<file path="src/rtl/multi_cycle_ctrl.sv">
// multi_cycle_ctrl: main control FSM of the multicycle MIPS CPU (IF/ID/EX/MEM/WB sequencing).
// Define MULTI_CYCLE_CTRL_MEM_WAIT_EN to stall IF, MRD and MWR on mem_ready.
module multi_cycle_ctrl #(
    parameter bit HALT_ON_ILLEGAL = 1'b1
) (
    input  logic       clk,
    input  logic       rst,
    input  logic [5:0] opcode,
    input  logic       mem_ready,
    output logic       PCWrite,
    output logic       PCWriteCond,
    output logic       BranchNe,
    output logic       IorD,
    output logic       MemRead,
    output logic       MemWrite,
    output logic       IRWrite,
    output logic       MemtoReg,
    output logic       RegDst,
    output logic       RegWrite,
    output logic       ALUSrcA,
    output logic [1:0] ALUSrcB,
    output logic       ExtOp,
    output logic [2:0] ALUOp,
    output logic [1:0] PCSource,
    output logic [3:0] state
);
    typedef enum logic [3:0] {
        S_INIT, S_IF, S_ID, S_MADDR, S_MRD, S_WBM, S_MWR, S_EXR,
        S_WBR, S_BR, S_JMP, S_EXI, S_WBI, S_HALT
    } state_t;

    localparam logic [5:0] OP_R = 6'b000000, OP_J = 6'b000010, OP_BEQ = 6'b000100,
                           OP_BNE = 6'b000101, OP_ADDI = 6'b001000, OP_SLTI = 6'b001010,
                           OP_ANDI = 6'b001100, OP_ORI = 6'b001101, OP_XORI = 6'b001110,
                           OP_LW = 6'b100011, OP_SW = 6'b101011;

    state_t cur, nxt;
    logic [5:0] op_q;
    logic ready;

`ifdef MULTI_CYCLE_CTRL_MEM_WAIT_EN
    assign ready = mem_ready;
`else
    logic unused_mem_ready;
    assign unused_mem_ready = mem_ready;
    assign ready = 1'b1;
`endif

    always_ff @(posedge clk or posedge rst) begin
        if (rst) begin
            cur  <= S_INIT;
            op_q <= '0;
        end else begin
            cur <= nxt;
            if (cur == S_ID) op_q <= opcode;
        end
    end

    assign state = cur;

    always_comb begin
        nxt = cur;
        PCWrite = 1'b0;
        PCWriteCond = 1'b0;
        BranchNe = 1'b0;
        IorD = 1'b0;
        MemRead = 1'b0;
        MemWrite = 1'b0;
        IRWrite = 1'b0;
        MemtoReg = 1'b0;
        RegDst = 1'b0;
        RegWrite = 1'b0;
        ALUSrcA = 1'b0;
        ALUSrcB = 2'b00;
        ExtOp = 1'b0;
        ALUOp = 3'b000;
        PCSource = 2'b00;
        case (cur)
            S_INIT: nxt = S_IF;
            S_IF: begin
                MemRead = 1'b1;
                IRWrite = ready;
                PCWrite = ready;
                ALUSrcB = 2'b01;
                nxt = ready ? S_ID : S_IF;
            end
            S_ID: begin
                ALUSrcB = 2'b11;
                ExtOp = 1'b1;
                case (opcode)
                    OP_LW, OP_SW: nxt = S_MADDR;
                    OP_R: nxt = S_EXR;
                    OP_BEQ, OP_BNE: nxt = S_BR;
                    OP_J: nxt = S_JMP;
                    OP_ADDI, OP_ANDI, OP_ORI, OP_SLTI, OP_XORI: nxt = S_EXI;
                    default: nxt = HALT_ON_ILLEGAL ? S_HALT : S_IF;
                endcase
            end
            S_MADDR: begin
                ALUSrcA = 1'b1;
                ALUSrcB = 2'b10;
                ExtOp = 1'b1;
                nxt = (op_q == OP_LW) ? S_MRD : S_MWR;
            end
            S_MRD: begin
                MemRead = 1'b1;
                IorD = 1'b1;
                nxt = ready ? S_WBM : S_MRD;
            end
            S_WBM: begin
                RegWrite = 1'b1;
                MemtoReg = 1'b1;
                nxt = S_IF;
            end
            S_MWR: begin
                MemWrite = 1'b1;
                IorD = 1'b1;
                nxt = ready ? S_IF : S_MWR;
            end
            S_EXR: begin
                ALUSrcA = 1'b1;
                ALUOp = 3'b010;
                nxt = S_WBR;
            end
            S_WBR: begin
                RegWrite = 1'b1;
                RegDst = 1'b1;
                nxt = S_IF;
            end
            S_BR: begin
                ALUSrcA = 1'b1;
                ALUOp = 3'b001;
                PCWriteCond = 1'b1;
                PCSource = 2'b01;
                BranchNe = (op_q == OP_BNE);
                nxt = S_IF;
            end
            S_JMP: begin
                PCWrite = 1'b1;
                PCSource = 2'b10;
                nxt = S_IF;
            end
            S_EXI: begin
                ALUSrcA = 1'b1;
                ALUSrcB = 2'b10;
                ExtOp = (op_q == OP_ADDI) || (op_q == OP_SLTI);
                ALUOp = (op_q == OP_ANDI) ? 3'b011 :
                        (op_q == OP_ORI)  ? 3'b100 :
                        (op_q == OP_SLTI) ? 3'b101 :
                        (op_q == OP_XORI) ? 3'b110 : 3'b000;
                nxt = S_WBI;
            end
            S_WBI: begin
                RegWrite = 1'b1;
                nxt = S_IF;
            end
            S_HALT: nxt = S_HALT;
            default: nxt = S_INIT;
        endcase
    end
endmodule
</file>
<file path="config.mk">
export PLATFORM = sky130hd
export DESIGN_NAME = multi_cycle_ctrl
export DESIGN_NICKNAME = d
export VERILOG_FILES = /design/src/rtl/multi_cycle_ctrl.sv
export SDC_FILE = /design/constraint.sdc
export NUM_CORES = 1
export LEC_CHECK = 0
export CORE_MARGIN = 5
export CORE_UTILIZATION = 28
export CTS_CLUSTER_DIAMETER = 40
export CTS_CLUSTER_SIZE = 8
export DETAILED_ROUTE_END_ITERATION = 10
export SYNTH_ARGS = -nofsm -noshare
export SYNTH_HDL_FRONTEND = slang
export SYNTH_SLANG_ARGS = --single-unit
export TNS_END_PERCENT = 20
</file>
<file path="constraint.sdc">
create_clock -name clk -period 2.5 [get_ports clk]
set_input_delay 0.375 -clock clk [delete_from_list [all_inputs] [get_ports clk]]
set_output_delay 0.375 -clock clk [all_outputs]
set_load 0.005 [all_outputs]
</file>
=== After elaboration in Yosys (flattened, before gate mapping) ===
Cells that the tools add are included.
Widths: inputs -> output; s select.

* Register bits after elaboration: 10
* Latch bits: 0
* RAM bits: 0
* Memory bits (read-only): 0
* Input bits: 9
* Output and inout port bits: 23
* Logic and storage cells: 68
* Memories: 0

* Add/subtract/negate cells: 0
* Multipliers: 0
* Div/mod/pow operators: 0
* Order comparisons: 0
* Equality and inequality tests: 30
* Shift operators: 0
* Multiplexer cells: 22
* Bitwise logic cells: 0
* Reduce and logical (&&, ||, !) cells: 14

{| class="wikitable"
|+ Operators with widths
! operator !! count
|-
| $eq 6x4->1 const B || 10
|-
| $pmux 4 s8 || 1
|-
| $eq 4x4->1 const B || 6
|-
| $pmux 4 s5 || 1
|-
| $eq 6x3->1 const B || 3
|-
| $eq 6x6->1 const B || 3
|-
| $eq 4x3->1 const B || 4
|-
| $reduce_or 2->1 || 7
|-
| $mux 3 || 4
|-
| $mux 1 || 11
|-
| $pmux 3 s3 || 1
|-
| $eq 4x2->1 const B || 2
|-
| $reduce_or 7->1 || 1
|-
| $eq 6x2->1 const B || 1
|-
| $logic_not 6->1 || 1
|-
| $pmux 2 s3 || 1
|-
| $reduce_or 5->1 || 1
|-
| $eq 4x1->1 const B || 1
|-
| $logic_not 4->1 || 1
|-
| $pmux 2 s2 || 1
|-
| $reduce_or 4->1 || 1
|-
| $reduce_or 3->1 || 1
|-
| $mux 2 || 1
|-
| $pmux 1 s2 || 1
|-
| $logic_or 1x1->1 || 1
|}

=== Depth between registers and ports, before layout ===
* Depth after elaboration: 6
* Mapped depth: 5
* Depth with buffers taken out: 4

=== Least setup slack after synthesis ===
OpenSTA, ideal clock, no wires.

* Path kind: register to output
* Start point: reg op_q[5]
* End point: out ExtOp
* Data arrival time: 1.343 ns
* Slack: 0.782 ns
* Cell stages (with the launch flop): 4
* Buffers on the path: 0
* Cell sequence: dfrtp_1 -> or3b_4 -> or4_4 -> a21oi_2

* Longest elaborated chain between the ends: 3
* Elaborated cells between the ends (all ways): 4

{| class="wikitable"
|+ RTL lines
! what !! RTL line !! source
|-
| from (decl) || 38 || <nowiki>logic [5:0] op_q;</nowiki>
|-
| from (signal assigned) || 55 || <nowiki>if (cur == S_ID) op_q <= opcode;</nowiki>
|-
| $eq 6x4->1 || 146 || <nowiki>ExtOp = (op_q == OP_ADDI) || (op_q == OP_SLTI);</nowiki>
|-
| $logic_or 1x1->1 (*) || 146 ||
|-
| $pmux 1 s2 (*) || 78 || <nowiki>case (cur)</nowiki>
|-
| to (decl) || 22 || <nowiki>output logic ExtOp,</nowiki>
|}

Every way passes the cells marked *; elsewhere a longest branch is shown, timed or not.

=== Worst setup path in the final report ===
* Start point: reg op_q[4]
* End point: out ALUOp[0]

* Longest elaborated chain between the ends: 5
* Elaborated cells between the ends (all ways): 7

{| class="wikitable"
|+ RTL lines
! what !! RTL line !! source
|-
| $eq 6x4->1 || 149 || <nowiki>(op_q == OP_SLTI) ? 3'b101 :</nowiki>
|-
| $mux 3 || 149 ||
|-
| $mux 3 || 148 || <nowiki>(op_q == OP_ORI) ? 3'b100 :</nowiki>
|-
| $mux 3 (*) || 147 || <nowiki>ALUOp = (op_q == OP_ANDI) ? 3'b011 :</nowiki>
|-
| $pmux 3 s3 (*) || 78 ||
|-
| to (decl) || 23 || <nowiki>output logic [2:0] ALUOp,</nowiki>
|}

Marked as above.

==> summary.md <==
| Metric | Value |
|---|---|
| EDFF count, synth | 0 |
| Largest cells by area after synthesis | dfrtp_1 31%, mux2_2 8.3%, nor2_1 7.9% |
| Post-Synthesis Cells | 96 |
| Ports | 32 |
| Worst skew pair latency | around 0.26 ns |
| Crit path kind | flop to output pin |
| Fin crit share | approximately 94% |
| LEAKAGE | 0.4552 nW |
| GP Congestion | about 0.75 |
| Syn-to-layout area delta | 48.23% |
| Rows | 19 |
| Core area | around 2800 sq um |
| Final min period | roughly 2.4 ns |
| Setup Viol. Count Final | 0 |
| Peak VDD IR | about 600 uV |
| Yosys top cell by area | dfrtp_1 |
| Psw | between 500 and 600 uW |
| Sw frac | 39.39% |
| Clock skew | between 0.005 and 0.006 ns |
| Share of cells above drive strength 1 | roughly 20% |
| CTS sink cnt | 10 |
| Initial DRT Pass Iterations | 4 |
| Clk pwr share | 10.3% |
| Worst-Margin Slew | approximately 0.4 ns |
| Top FF cell, synth | dfrtp_1 |
| Post-Syn Area per Cell | approximately 8.5 sq um |
| Total Power | ~1.4 mW |
| Seq pwr share | roughly a quarter |
| Drt via density | between 5 and 6 |
| Initial Util | 29.45% |
| Yosys reg bits | 10 |
| Cell Pwr Density | around 1200 nW/um^2 |
| CP required | about 2.1 ns |
| CP Data Arrival Time | 1.98 ns |
| Detailed Route WL | 2386 um |
| N_diodes | 0 |
| Clock Path Buffers | 2 |
| Most frequent cells in the layout | 29 x clkdlybuf4s50_1, 16 x nor2_1, 10 x dfrtp_1 |
| Highest Clock Rate | ~0.42 GHz |
| Reg area | approximately 250 sq um |
| Place WS | ~0.24 ns |
| RSZ-0062 raised after global routing | false |
| Total grt overflow | 0 |
| H-tree depth | 1 |
| R2R depth | 4 |
| Via count | 872 |
| Yosys cell types | 38 |
| Worst Setup Start Kind | flop |
| Status | finished clean |
| TritonCTS clock tree | yes |
| Post-route non-filler standard cell count | 162 |
| Initial drt markers | ~50 |
| Setup slack, reg-to-reg | ~0.83 ns |
| Hold Path Class | input pin to asynchronous set/reset pin |
| Post-Route Utilization | a little over two fifths |
| Async SR Flop Fraction | 100.0% |
| R2r endpoint | op_q[1]$_DFFE_PP0P_ |
| Width of the die | ~64 um |
| Internal power | around 840 uW |
| Worst setup startpoint | op_q[4]$_DFFE_PP0P_ |
| Synth top area share | between 30% and 40% |
| GR Util All Layers | approximately an eighth |
| Setup TNS | 0 ns |
| Relative slew slack | 73.45% |
| Initial antenna violation count | 0 |
| Area of the multi-input gates | 526.8 sq um |
| Final nets | around 140 |
| Max Cap Viol | 0 |
| IO Port Bufs | 30 |
| Routed len/inst | around 15 um |
| WHS | 0.3936 ns |
| Die Y | approximately 64 um |
| Post-DP HPWL | 1822 um |
| Total placed cells including tap cells | approximately 160 |
| CP endpoint kind | output pin |
| Num CTS Buffers | 3 |
| Mapped Nets | between 100 and 150 |
| Combinational fraction of design power | 66.1% |
| Vias in the first global route | between 800 and 900 |
| Fillers | 290 |
| Fin area | ~1200 sq um |
| Hold Vio Cnt, Final | 0 |
| Die area | just over 4000 sq um |
| DP Area | 1154 sq um |
| Final count of pins violating max slew | 0 |
| YS warnings | 0 |
| Sequential area share after synthesis | between 30% and 40% |
| Final ANT Viol Nets | 0 |
| Synthesized area | just over 800 sq um |
| FF-to-FF Start | state[0]$_DFF_PP0_ |
| CP Capture Point | ALUOp[0] |
| Most common cell after layout, fill and taps aside | clkdlybuf4s50_1 |
| Worst setup margin | between 0.1 and 0.15 ns |
| Crit-path max FO | 4 |
| DRC | 0 |
| Reg clk slew, reported paths | about 0.070 ns |
| First-pass GRT wire length | about 4200 um |
| Clk root buf | clkbuf_4 |
| Pin count of the biggest net entering global routing | 17 |
## per-layer routing
layer	up-vias	share of wire (%)	track usage, %
met2	25	50	20.23
met5	-	0	0
li1	423	-	-
met3	2	5.7	4.028
met4	0	0.46	3.117
met1	422	44	15.06
## final cells by class
class                      count  area share (%)
clock buffer                   4           3.015
inverter                       2          0.6237
multi-input combinational     79           43.76
sequential                    10           20.79
tap                           31           3.222
timing repair buffer          36           28.59
## flip-flops by register name, summed over array words and instances, names as in the netlist
| signal | cells |
|---|---|
| op_q | 6 |
| state | 4 |
## logic make-up (layout without fill, tap and decap cells)
kind of cell / after synthesis / count (layout) / synth area share [%]
compound gates: 19 / 19 / 15.87
xor+xnor: 1 / 1 / 1.079
buf+inv: 7 / 42 / 5.239
flops: 10 / 10 / 30.82
mux: 7 / 7 / 9.553
simple gates: 52 / 52 / 37.44
## how the worst min path moves through the flow
| stage | startpoint | cells after the start | slack [ns] | end |
|---|---|---|---|---|
| finish | rst | 2 | 0.39 | state[1]$_DFF_PP0_ |
| global route | rst | 2 | 0.44 | state[1]$_DFF_PP0_ |
| CTS | rst | 2 | 0.41 | state[1]$_DFF_PP0_ |
| detailed placement | op_q[3]$_DFFE_PP0P_ | 1 | 0.52 | op_q[3]$_DFFE_PP0P_ |
| global placement | op_q[3]$_DFFE_PP0P_ | 1 | 0.51 | op_q[3]$_DFFE_PP0P_ |
| floorplan | rst | 1 | 0.22 | op_q[0]$_DFFE_PP0P_ |
## power groups by stage
| stage | clock (mW) | sequential, mW | combinational [mW] |
|---|---|---|---|
| after detailed placement | 0 | 0.334 | 0.903 |
| after global routing | 0.161 | 0.338 | 1.01 |
| after global placement | 0 | 0.328 | 0.892 |
| after CTS | 0.149 | 0.326 | 0.916 |
| final | 0.143 | 0.326 | 0.918 |
| after floorplan | 0 | 0.319 | 0.494 |
## critical path, cell delays in order (launching register included)
cell             delay, ns
dfrtp_1               0.40
or3b_4                0.39
nor2_1                0.12
o21ai_1               0.10
a211oi_2              0.18
clkdlybuf4s50_1       0.53
## timing repair
item	CTS	global route
hold buffers	0	0
setup endpoints to repair	1	2
pin swaps	0	1
cloned	0	0
buffers inserted	1	0
resized for setup	1	3
## cells in the mapped netlist (2+ instances only)
master	count
buf_2	2
and3_1	2
inv_1	2
nand3_1	2
o31ai_1	2
nor2_1	17
nor2b_1	5
nand4b_1	2
dfrtp_1	10
nand2_1	2
a31oi_1	2
nor3_1	5
nand2b_1	5
a21oi_1	3
nor4_1	3
mux2_2	6
o21ai_0	5
No activity file was read; power rests on OpenSTA's default activity.
